[config.mk]
export PLATFORM = sky130hd
export DESIGN_NAME = control_loop_cmd_initiator
export DESIGN_NICKNAME = d
export VERILOG_FILES = /design/src/rtl/control_loop_cmd_initiator.sv
export SDC_FILE = /design/constraint.sdc
export NUM_CORES = 1
export LEC_CHECK = 0
export CORE_MARGIN = 5
export CORE_UTILIZATION = 25
export DETAILED_ROUTE_END_ITERATION = 7
export PLACE_DENSITY = 0.54
export SETUP_SLACK_MARGIN = 0.15
export SLEW_MARGIN = 20
export SYNTH_ARGS = -nofsm -noshare
export SYNTH_HDL_FRONTEND = slang
export SYNTH_SLANG_ARGS = --single-unit
[constraint.sdc]
create_clock -name clk -period 1.75 [get_ports clk]
set_clock_uncertainty 0.1 [all_clocks]
set_input_delay 0.35 -clock clk [delete_from_list [all_inputs] [get_ports clk]]
set_output_delay 0.35 -clock clk [all_outputs]
set_load 0.02 [all_outputs]
[src/rtl/control_loop_cmd_initiator.sv]
// control_loop_cmd_initiator
//   Initiator end of the control loop four-phase command interface. Takes one
//   CPU request at a time (valid/ready), drives cmd/word_in/start_cmd, waits
//   for finish_cmd to rise, captures word_out, waits for finish_cmd to fall,
//   then presents the captured word on a valid/ready response channel.
//
// Optional feature macro: CONTROL_LOOP_CMD_TIMEOUT_EN
//   Defined     : a stalled ASSERT phase is abandoned after TIMEOUT cycles and
//                 the response is flagged with rsp_timeout=1, rsp_data=0.
//   Not defined : ASSERT waits forever, rsp_timeout is tied low.
//
// Ports
//   clk, rst_L                 clock, asynchronous active-low reset
//   req_valid/req_ready        CPU request handshake (ready only in IDLE)
//   req_cmd, req_data          command code and write payload
//   rsp_valid/rsp_ready        response handshake (valid held until ready)
//   rsp_data, rsp_timeout      captured word_out / timeout flag
//   cmd, word_in, start_cmd    request side toward the control loop
//   word_out, finish_cmd       acknowledge side from the control loop
//   busy                       high whenever not IDLE
module control_loop_cmd_initiator #(
  parameter int CMD_WID     = 8,
  parameter int DATA_WID    = 64,
  parameter int TIMEOUT     = 1000,
  parameter int TIMEOUT_WID = 10
) (
  input  logic                clk,
  input  logic                rst_L,
  input  logic                req_valid,
  output logic                req_ready,
  input  logic [CMD_WID-1:0]  req_cmd,
  input  logic [DATA_WID-1:0] req_data,
  output logic                rsp_valid,
  input  logic                rsp_ready,
  output logic [DATA_WID-1:0] rsp_data,
  output logic                rsp_timeout,
  output logic [CMD_WID-1:0]  cmd,
  output logic [DATA_WID-1:0] word_in,
  input  logic [DATA_WID-1:0] word_out,
  output logic                start_cmd,
  input  logic                finish_cmd,
  output logic                busy
);

  typedef enum logic [1:0] {
    S_IDLE    = 2'd0,
    S_ASSERT  = 2'd1,
    S_RELEASE = 2'd2,
    S_RESPOND = 2'd3
  } state_t;

  state_t              state_q,     state_d;
  logic [CMD_WID-1:0]  cmd_q,       cmd_d;
  logic [DATA_WID-1:0] word_in_q,   word_in_d;
  logic                start_q,     start_d;
  logic                rsp_valid_q, rsp_valid_d;
  logic [DATA_WID-1:0] rsp_data_q,  rsp_data_d;

`ifdef CONTROL_LOOP_CMD_TIMEOUT_EN
  localparam logic [TIMEOUT_WID-1:0] TMO_LIM = TIMEOUT_WID'(TIMEOUT);
  logic [TIMEOUT_WID-1:0] timer_q, timer_d;
  logic                   rsp_timeout_q, rsp_timeout_d;
`else
  // Timeout parameters have no function in this build; keep them referenced.
  logic [TIMEOUT_WID-1:0] unused_timeout;
  assign unused_timeout = TIMEOUT_WID'(TIMEOUT);
`endif

  always_comb begin
    state_d     = state_q;
    cmd_d       = cmd_q;
    word_in_d   = word_in_q;
    start_d     = start_q;
    rsp_valid_d = rsp_valid_q;
    rsp_data_d  = rsp_data_q;
`ifdef CONTROL_LOOP_CMD_TIMEOUT_EN
    timer_d       = timer_q;
    rsp_timeout_d = rsp_timeout_q;
`endif
    case (state_q)
      S_IDLE: begin
        // finish_cmd is deliberately ignored here.
        if (req_valid) begin
          cmd_d     = req_cmd;
          word_in_d = req_data;
          start_d   = 1'b1;
`ifdef CONTROL_LOOP_CMD_TIMEOUT_EN
          timer_d   = '0;
`endif
          state_d   = S_ASSERT;
        end
      end
      S_ASSERT: begin
        // An acknowledge on the same cycle the timer expires still wins.
        if (finish_cmd) begin
          rsp_data_d    = word_out;
          start_d       = 1'b0;
`ifdef CONTROL_LOOP_CMD_TIMEOUT_EN
          rsp_timeout_d = 1'b0;
`endif
          state_d       = S_RELEASE;
        end
`ifdef CONTROL_LOOP_CMD_TIMEOUT_EN
        else if (timer_q == TMO_LIM) begin
          rsp_data_d    = '0;
          rsp_timeout_d = 1'b1;
          start_d       = 1'b0;
          state_d       = S_RELEASE;
        end else begin
          timer_d = timer_q + 1'b1;
        end
`endif
      end
      S_RELEASE: begin
        // Wait for the responder to drop its acknowledge (four-phase close).
        start_d = 1'b0;
        if (!finish_cmd) begin
          rsp_valid_d = 1'b1;
          state_d     = S_RESPOND;
        end
      end
      S_RESPOND: begin
        // Return to IDLE only; a request is never taken on the rsp_ready cycle.
        if (rsp_ready) begin
          rsp_valid_d = 1'b0;
          state_d     = S_IDLE;
        end
      end
      default: state_d = S_IDLE;
    endcase
  end

  always_ff @(posedge clk or negedge rst_L) begin
    if (!rst_L) begin
      state_q     <= S_IDLE;
      cmd_q       <= '0;
      word_in_q   <= '0;
      start_q     <= 1'b0;
      rsp_valid_q <= 1'b0;
      rsp_data_q  <= '0;
    end else begin
      state_q     <= state_d;
      cmd_q       <= cmd_d;
      word_in_q   <= word_in_d;
      start_q     <= start_d;
      rsp_valid_q <= rsp_valid_d;
      rsp_data_q  <= rsp_data_d;
    end
  end

`ifdef CONTROL_LOOP_CMD_TIMEOUT_EN
  always_ff @(posedge clk or negedge rst_L) begin
    if (!rst_L) begin
      timer_q       <= '0;
      rsp_timeout_q <= 1'b0;
    end else begin
      timer_q       <= timer_d;
      rsp_timeout_q <= rsp_timeout_d;
    end
  end
  assign rsp_timeout = rsp_timeout_q;
`else
  assign rsp_timeout = 1'b0;
`endif

  assign req_ready = (state_q == S_IDLE);
  assign busy      = (state_q != S_IDLE);
  assign cmd       = cmd_q;
  assign word_in   = word_in_q;
  assign start_cmd = start_q;
  assign rsp_valid = rsp_valid_q;
  assign rsp_data  = rsp_data_q;

endmodule

==> metrics.yaml, run 1 <==
status: "complete, no violations"
totalPowerFinal_mw: 19.4
ys_seq_area_share_pct: 64.4
cts_sinks: 140
dr.first_iter.drc_count: 64
fin_crit_sh_pct: 99.7
cp-end-kind: "flop"
cp.required_ns: 1.95
core-area_sq_mm: 0.0216
grt_max_degree: 50
yosysTopAreaCellShare_pct: 64.4
grt_pass1_wl_mm: 26.0
multi_input_area_sq_mm: 0.00215
setup_viol: 0
rsz0062_at_grt: "true"
layout_common_cells: "dfrtp_1, clkdlybuf4s50_1, mux2_4, clkdlybuf4s15_1, mux2_2"
drc: 0
cap_violations: 0
grt_pass1_vias: 4487
met2_usage_pct: 22.6
yosys.area.top_type: "dfrtp_1"
vias: 3984
synth_area_leaders: "dfrtp_1, mux2_2, buf_6"
swShare_pct: 36.1
cp.arrival_ns: 1.94
grtUsageTotal_pct: 13.7
synth_cell_types: 19
cts_made_buffers: 17
die_h_um: 158
overflow: 0
htreeDepth: 4
firstDrtPassIters: 4
antenna_found_initial: 0
die_width_um: 158
fin_cells: 950
hold_path.class: "in -> async"
clock_path_buffers: 2
ys_ff_latch: 140
critPathLaunchType: "flop"
num_rows: 54
routed_wl_mm: 17.7
synth_nets: 467
grtUsageMet1_pct: 16.1
pwr-share-clk_pct: 18.2
dp_hpwl_mm: 11.6
p_sw_mw: 7.00
dp.cells: 884
seq_power_share_pct: 29.9
ant_nets: 0
synthesis.area_sq_mm: 0.00544
busiest_layer: "met2"
finalNetCount: 805
min_period_ns: 1.74
crit_type: "reg -> reg"
num_antenna_cells: 0
cts_root_buffer: "clkbuf_16"
syn_to_final_growth_pct: 86.5
clkTransAtPathRegs_ns: 0.06
ios: 282
r2r_cells: 8
fillCellCount: 1928
vdd.ir_drop.worst_mv: 0.882
seq_area_sq_mm: 0.00350
clock_latency_ns: 0.41
avgSynthCellArea_sq_um: 17.1
wire_per_inst_um: 18.6
yosysWarnings: 0
initial_utilization_pct: 25.2
io_buffers: 280
drive_above_1_share_pct: 41.2
final_common_cell: "dfrtp_1"
syn_inst: 319
slew_violations: 0
power.internal_mw: 12.4
max_freq_mhz: 573
share_comb_of_total_power_pct: 51.9
critPathMaxFanout: 6
p_per_area_mw_per_mm2: 1910
tritoncts: "done"
p_leak_nw: 4.77
met3_usage_pct: 5.42
place_congestion: 0.748
die-area_sq_mm: 0.0248
final_hold_viol_count: 0
routed_via_density: 4.19
-- power by group through the flow --
stage / Clock, mW / Sequential (mW) / Combinational (mW)
3_3_place_gp: 0 / 5.74 / 9.06
6_report: 3.52 / 5.80 / 10.1
3_5_place_dp: 0 / 5.79 / 9.17
5_1_grt: 3.80 / 6.04 / 10.6
2_1_floorplan: 0 / 7.77 / 2.60
4_1_cts: 3.68 / 5.75 / 9.41
-- critical path, stage by stage, from the launching register on --
cell,delay (ns)
dfrtp_1,0.41
inv_2,0.09
ha_4,0.16
buf_6,0.12
nand2_8,0.08
buf_12,0.15
buf_12,0.12
buf_16,0.13
mux2_2,0.26
-- cells in the mapped netlist (all sizes together) --
master,instances
a221oi,1
o2111ai,1
inv,6
dfrtp,140
mux2i,2
nand2b,2
buf,10
a21oi,1
mux2,137
ha,7
nand2,5
o2bb2ai,1
conb,1
nor2,1
clkbuf,4
-- cells by family (layout without fill, tap and decap cells) --
family                     after synthesis  count (layout)  share of synthesized area [%]
AOI/OAI and AO/OA                        4               4                          0.575
adders and majority gates                7               7                           1.61
buffers and inverters                   20             371                           3.43
DFF                                    140             140                           64.4
muxes                                  139             139                           29.1
other                                    1               1                         0.0689
and+or+nand+nor                          8               8                          0.828
-- repair_timing --
| action | in CTS | in global routing |
|---|---|---|
| pin swaps | 4 | 3 |
| setup buffers | 12 | 5 |
| endpoints found under the setup margin | 264 | 240 |
| hold buffers | 1 | 0 |
| endpoints found under the hold margin | 109 | 0 |
| cloned | 9 | 7 |
| resized for setup | 267 | 169 |
-- layout make-up --
type                       instances  share of cell area (%)
clock buffer                      19                    4.37
clock inverter                    13                    1.31
inverter                           6                   0.222
multi-input combinational        159                    21.2
sequential                       140                    34.5
tap                              280                    3.45
timing repair buffer             333                    34.9
-- through the flow --
| step | worst slack, ns | hold slack, ns | setup TNS (ns) | utilization, % | cell area (sq um) |
|---|---|---|---|---|---|
| 5_1_grt | -0.0607 | 0.223 | -0.791 | 46.9 | 10100 |
| 4_1_cts | 0.0137 | 0.211 | 0 | 45.3 | 9790 |
| 2_1_floorplan | 0.161 | -0.0456 | 0 | - | 5460 |
| 3_5_place_dp | -0.105 | 0.0828 | -7.55 | 40.0 | 8660 |
| 3_3_place_gp | -0.0806 | 0.0871 | -6.36 | 40.0 | 8660 |
| 6_report | 0.00545 | 0.232 | 0 | 46.9 | 10100 |
-- routing by layer --
metal | up-vias | wire length (um)
li1 | 1802 | -
met1 | 1962 | 7090
met2 | 200 | 8570
met3 | 20 | 1750
met4 | 0 | 308
met5 | - | 0
-- registers in the layout (all words and copies together) (netlist names) --
| register | cells |
|---|---|
| word_in | 64 |
| state_q | 2 |
| cmd | 8 |
| start_cmd | 1 |
| rsp_data | 64 |
| rsp_valid | 1 |
-- final timing paths --
check	start	endpoint	slack, ns
worst max-delay path	state_q[0]$_DFFE_PN0P_	word_in[51]$_DFFE_PN0P_	0.005
worst min-delay path	rst_L	word_in[51]$_DFFE_PN0P_	0.23
worst max register to register	state_q[0]$_DFFE_PN0P_	word_in[51]$_DFFE_PN0P_	0.005
worst min register to register	word_in[52]$_DFFE_PN0P_	word_in[52]$_DFFE_PN0P_	0.40
max in group asynchronous	rst_L	rsp_data[5]$_DFFE_PN0P_	0.67
min in group clk	word_in[52]$_DFFE_PN0P_	word_in[52]$_DFFE_PN0P_	0.40
Note: power is estimated with default switching activity, not from simulation.
==> run 2: changes to the inputs <==
--- a/config.mk
+++ b/config.mk
@@ -5,6 +5,7 @@
 export SDC_FILE = /design/constraint.sdc
 export NUM_CORES = 1
 export LEC_CHECK = 0
+export CORE_ASPECT_RATIO = 0.5
 export CORE_MARGIN = 5
 export CORE_UTILIZATION = 25
 export DETAILED_ROUTE_END_ITERATION = 7
==> run 2 against run 1 <==
Effect of this change: first-iteration DRC count grew 56%; register-to-register slack gained 0.05 ns; non-clock buffer count fell by 12; critical path type is now reg -> out; highest routed layer unchanged.
==> metrics.yaml, run 2 (synthesis gave the netlist of run 1 again) <==
status: "complete, no violations"
cts_root_buffer: "clkbuf_16"
initial_utilization_pct: 25.3
vdd.ir_drop.worst_mv: 0.641
fillCellCount: 1980
grt_max_degree: 34
p_leak_nw: 4.23
firstDrtPassIters: 5
cp-end-kind: "primary output"
io_buffers: 280
crit_type: "reg -> out"
cap_violations: 0
num_rows: 38
layout_common_cells: "dfrtp_1, clkdlybuf4s50_1, mux2_2, clkdlybuf4s15_1, clkbuf_2"
seq_power_share_pct: 31.0
final_hold_viol_count: 0
grt_pass1_wl_mm: 25.8
dr.first_iter.drc_count: 100
cts_made_buffers: 17
die_h_um: 114
max_freq_mhz: 589
cp.required_ns: 1.30
routed_via_density: 4.04
tritoncts: "done"
final.setup.tns_ns: 0
setup_viol: 0
vias: 3871
rsz0062_at_grt: "true"
place_congestion: 0.736
pwr-share-clk_pct: 20.7
r2r_cells: 7
finalNetCount: 794
antenna_found_initial: 0
overflow: 0
clock_latency_ns: 0.43
p_per_area_mw_per_mm2: 1910
cts_sinks: 140
num_antenna_cells: 0
swShare_pct: 35.8
final_common_cell: "dfrtp_1"
critPathMaxFanout: 4
grtUsageTotal_pct: 13.7
reg2reg_slack_ns: 0.06
clock_path_buffers: 2
core-area_sq_mm: 0.0215
whs_ns: 0.292
ios: 282
fin_crit_sh_pct: 97.1
ant_nets: 0
wire_per_inst_um: 17.7
htreeDepth: 4
die_width_um: 219
dp_hpwl_mm: 12.5
power.internal_mw: 11.8
critPathLaunchType: "flop"
clkTransAtPathRegs_ns: 0.06
syn_to_final_growth_pct: 76.9
slew_violations: 0
routed_wl_mm: 16.9
cp.arrival_ns: 1.25
p_sw_mw: 6.58
hold_path.class: "in -> async"
share_comb_of_total_power_pct: 48.2
drive_above_1_share_pct: 43.6
min_period_ns: 1.70
die-area_sq_mm: 0.0250
grt_pass1_vias: 4346
drc: 0
==> run 2: changes by cell type in the layout (fill, tap and decap cells not counted), sizes merged <==
cell,change
buf,-7
bufbuf,+1
bufinv,+2
clkbuf,-4
clkdlybuf4s15,+13
clkinv,-2
clkinvlp,+3
dlygate4sd2,-13
inv,-5
nand2,+1
==> run 2: worst paths after layout <==
path	to	startpoint
max in group asynchronous	word_in[18]$_DFFE_PN0P_	rst_L
min	word_in[1]$_DFFE_PN0P_	rst_L
min reg2reg	word_in[30]$_DFFE_PN0P_	word_in[30]$_DFFE_PN0P_
max	busy	state_q[0]$_DFFE_PN0P_
min in group clk	word_in[30]$_DFFE_PN0P_	word_in[30]$_DFFE_PN0P_
max reg2reg	rsp_data[8]$_DFFE_PN0P_	state_q[1]$_DFFE_PN0P_
==> run 2: per-layer routing <==
layer / part of all wire (%) / routed length [um] / vias up / track usage [%]
li1: - / - / 1772 / -
met1: 38 / 6420 / 2004 / 15.3
met2: 57 / 9660 / 69 / 25.4
met3: 2.8 / 471 / 26 / 3.38
met4: 2.4 / 404 / 0 / 5.56
met5: 0 / 0 / - / 0
==> run 2: cell type report <==
class                           instances  area (sq um)  share of cell area, %
Timing Repair Buffer                  321          3260                   33.8
Sequential cell                       140          3500                   36.4
Multi-Input combinational cell        160          1840                   19.1
Tap cell                              300           375                   3.90
Inverter                                6          25.0                  0.260
Clock inverter                         11           140                   1.46
Clock buffer                           21           480                   4.99
==> run 2: critical path, cell delays in order (launching register included) <==
cell and delay, ns:
dfrtp_1 0.40, inv_2 0.08, ha_4 0.18, inv_4 0.04
buf_6 0.12
==> run 2: power groups by stage <==
stage	clock, mW	sequential (mW)	combinational, mW
after floorplan	0	7.77	2.60
after global placement	0	5.70	9.23
after detailed placement	0	5.75	9.31
after CTS	3.93	5.71	9.08
after global routing	4.06	5.92	9.35
final	3.81	5.69	8.86
==> run 2: repair_timing <==
action / in CTS / in global routing
buffers inserted: 11 / 0
gates resized for setup: 308 / 61
pin swaps: 3 / 1
endpoints found under the setup margin: 238 / 136
hold buffers: 1 / 0
hold endpoints to repair: 28 / 0
cloned: 6 / 1
==> run 2: through the flow <==
| step | util, % | std cells | area, sq um | total power, mW | worst slack [ns] |
|---|---|---|---|---|---|
| detailed placement | 40.6 | 908 | 8750 | 15.1 | -0.0945 |
| floorplan | - | 319 | 5460 | 10.4 | 0.161 |
| global placement | 40.6 | 908 | 8750 | 14.9 | -0.0706 |
| CTS | 45.1 | 958 | 9720 | 18.7 | 0.00811 |
| finish | 44.7 | 959 | 9620 | 18.4 | 0.0514 |
| global route | 44.7 | 959 | 9620 | 19.3 | -0.0170 |
==> run 3: changes to the inputs <==
--- a/config.mk
+++ b/config.mk
@@ -9,7 +9,6 @@
 export CORE_MARGIN = 5
 export CORE_UTILIZATION = 25
 export DETAILED_ROUTE_END_ITERATION = 7
-export PLACE_DENSITY = 0.54
 export SETUP_SLACK_MARGIN = 0.15
 export SLEW_MARGIN = 20
 export SYNTH_ARGS = -nofsm -noshare
==> run 3 against run 2 <==
Effect of this change: the flow now finishes with violations (setup timing); critical path depth rose by 5; wire length rose by 13%; sequential share of layout area fell by 2.5 points; combinational power rose by 19%; sequential power rose by 2%; first-iteration DRC count fell by 1.0%; largest cell class is now buffers.
==> metrics.yaml, run 3 (synthesis gave the netlist of run 1 again) <==
p_sw_mw: 7.06
cts_made_buffers: 17
status: "finished with violations"
critPathLaunchType: "flop"
share_comb_of_total_power_pct: 53.8
fillCellCount: 1920
clock_path_buffers: 2
cp-end-kind: "flop"
slew_violations: 0
layout_common_cells: "dfrtp_1, clkdlybuf4s50_1, mux2_4, clkdlybuf4s15_1, mux2_2"
htreeDepth: 4
num_antenna_cells: 0
cap_violations: 0
num_rows: 38
swShare_pct: 36.1
setup_slack_ns: -0.0601
initial_utilization_pct: 25.3
final_common_cell: "dfrtp_1"
p_leak_nw: 4.87
antenna_found_initial: 0
grtUsageTotal_pct: 15.3
drive_above_1_share_pct: 41.9
whs_ns: 0.321
routed_wl_mm: 19.1
p_per_area_mw_per_mm2: 1890
place_congestion: 0.776
grt_pass1_vias: 4671
min_period_ns: 1.81
cp.required_ns: 1.95
seq_power_share_pct: 29.7
dp_hpwl_mm: 12.5
die-area_sq_mm: 0.0250
cts_root_buffer: "clkbuf_16"
cp.arrival_ns: 2.01
setup_viol: 63
overflow: 0
finalNetCount: 813
vias: 4038
io_buffers: 280
ant_nets: 0
drc: 0
dr.first_iter.drc_count: 99
final_util_pct: 48.0
die_width_um: 219
grt_max_degree: 42
syn_to_final_growth_pct: 90.0
max_freq_mhz: 552
grt_pass1_wl_mm: 28.6
pwr-share-clk_pct: 16.5
routed_via_density: 4.13
clock_latency_ns: 0.41
post-route-cell-area_sq_mm: 0.0103
cts_sinks: 140
dpl_cell_area_sq_mm: 0.00869
final_hold_viol_count: 0
power.internal_mw: 12.5
wire_per_inst_um: 19.5
fin_crit_sh_pct: 103
die_h_um: 114
crit_type: "reg -> reg"
hold_path.class: "in -> async"
vdd.ir_drop.worst_mv: 0.721
rsz0062_at_grt: "true"
final.setup.tns_ns: -2.11
tritoncts: "done"
critPathMaxFanout: 6
firstDrtPassIters: 4
clkTransAtPathRegs_ns: 0.06
ios: 282
core-area_sq_mm: 0.0215
totalPowerFinal_mw: 19.6
violations: "setup timing"
## run 3: cell count changes in the layout (fill, tap and decap cells not counted), sizes merged
cell           before  now
clkinvlp            4    3
bufbuf              1    0
clkdlybuf4s15      97   93
bufinv              3    0
nand2               6    5
dlygate4sd2         5    8
buf                41   62
clkinv              4    8
## run 3: final timing paths
kind,from,end,slack (ns),cells past startpoint
worst max-delay path,state_q[1]$_DFFE_PN0P_,rsp_data[7]$_DFFE_PN0P_,-0.06,9
worst min-delay path,rst_L,word_in[49]$_DFFE_PN0P_,0.32,2
worst max register to register,state_q[1]$_DFFE_PN0P_,rsp_data[7]$_DFFE_PN0P_,-0.06,9
worst min register to register,word_in[58]$_DFFE_PN0P_,word_in[58]$_DFFE_PN0P_,0.40,1
max in group asynchronous,rst_L,rsp_data[62]$_DFFE_PN0P_,0.64,3
min in group clk,word_in[58]$_DFFE_PN0P_,word_in[58]$_DFFE_PN0P_,0.40,1
## run 3: through the flow
step           setup slack (ns)  instances
3_3_place_gp            -0.0655        902
5_1_grt                  -0.106        977
2_1_floorplan             0.161        319
6_report                -0.0601        977
3_5_place_dp            -0.0682        902
4_1_cts                 -0.0779        970
## run 3: what timing repair did
item,CTS,global route
buffers inserted,20,3
endpoints found under the setup margin,276,251
cloned,16,4
gates resized for setup,326,135
hold buffers,1,0
endpoints found under the hold margin,36,0
pin swaps,2,1
## run 3: layer usage
layer / wire length [um] / global-route usage (%) / vias to the layer above
met1: 7560 / 17.2 / 2142
met5: 0 / 0 / -
li1: - / - / 1817
met4: 363 / 4.97 / 0
met2: 10800 / 29.3 / 58
met3: 389 / 3.06 / 21
## run 3: power groups by stage
stage	Sequential (mW)	Combinational (mW)	Clock [mW]
floorplan	7.77	2.60	0
finish	5.82	10.5	3.23
global route	6.05	11.0	3.48
global placement	5.73	9.15	0
CTS	5.76	10.4	3.34
detailed placement	5.78	9.24	0
## run 3: cell type report
cell class / instances / area, sq um / area share, %
inverters: 6 / 22.5 / 0.218
repair buffers: 341 / 3750 / 36.3
flip-flops and latches: 140 / 3500 / 33.9
clock inverters: 11 / 73.8 / 0.714
well taps: 300 / 375 / 3.63
clock buffers: 20 / 447 / 4.32
multi-input cells: 159 / 2160 / 20.9
## run 3: worst max-delay path: stages, from the launching register on
cell     delay (ns)
dfrtp_1        0.38
inv_2          0.08
buf_6          0.09
buf_6          0.09
ha_4           0.16
nand2_8        0.07
buf_8          0.15
buf_12         0.13
buf_16         0.13
mux2_4         0.29
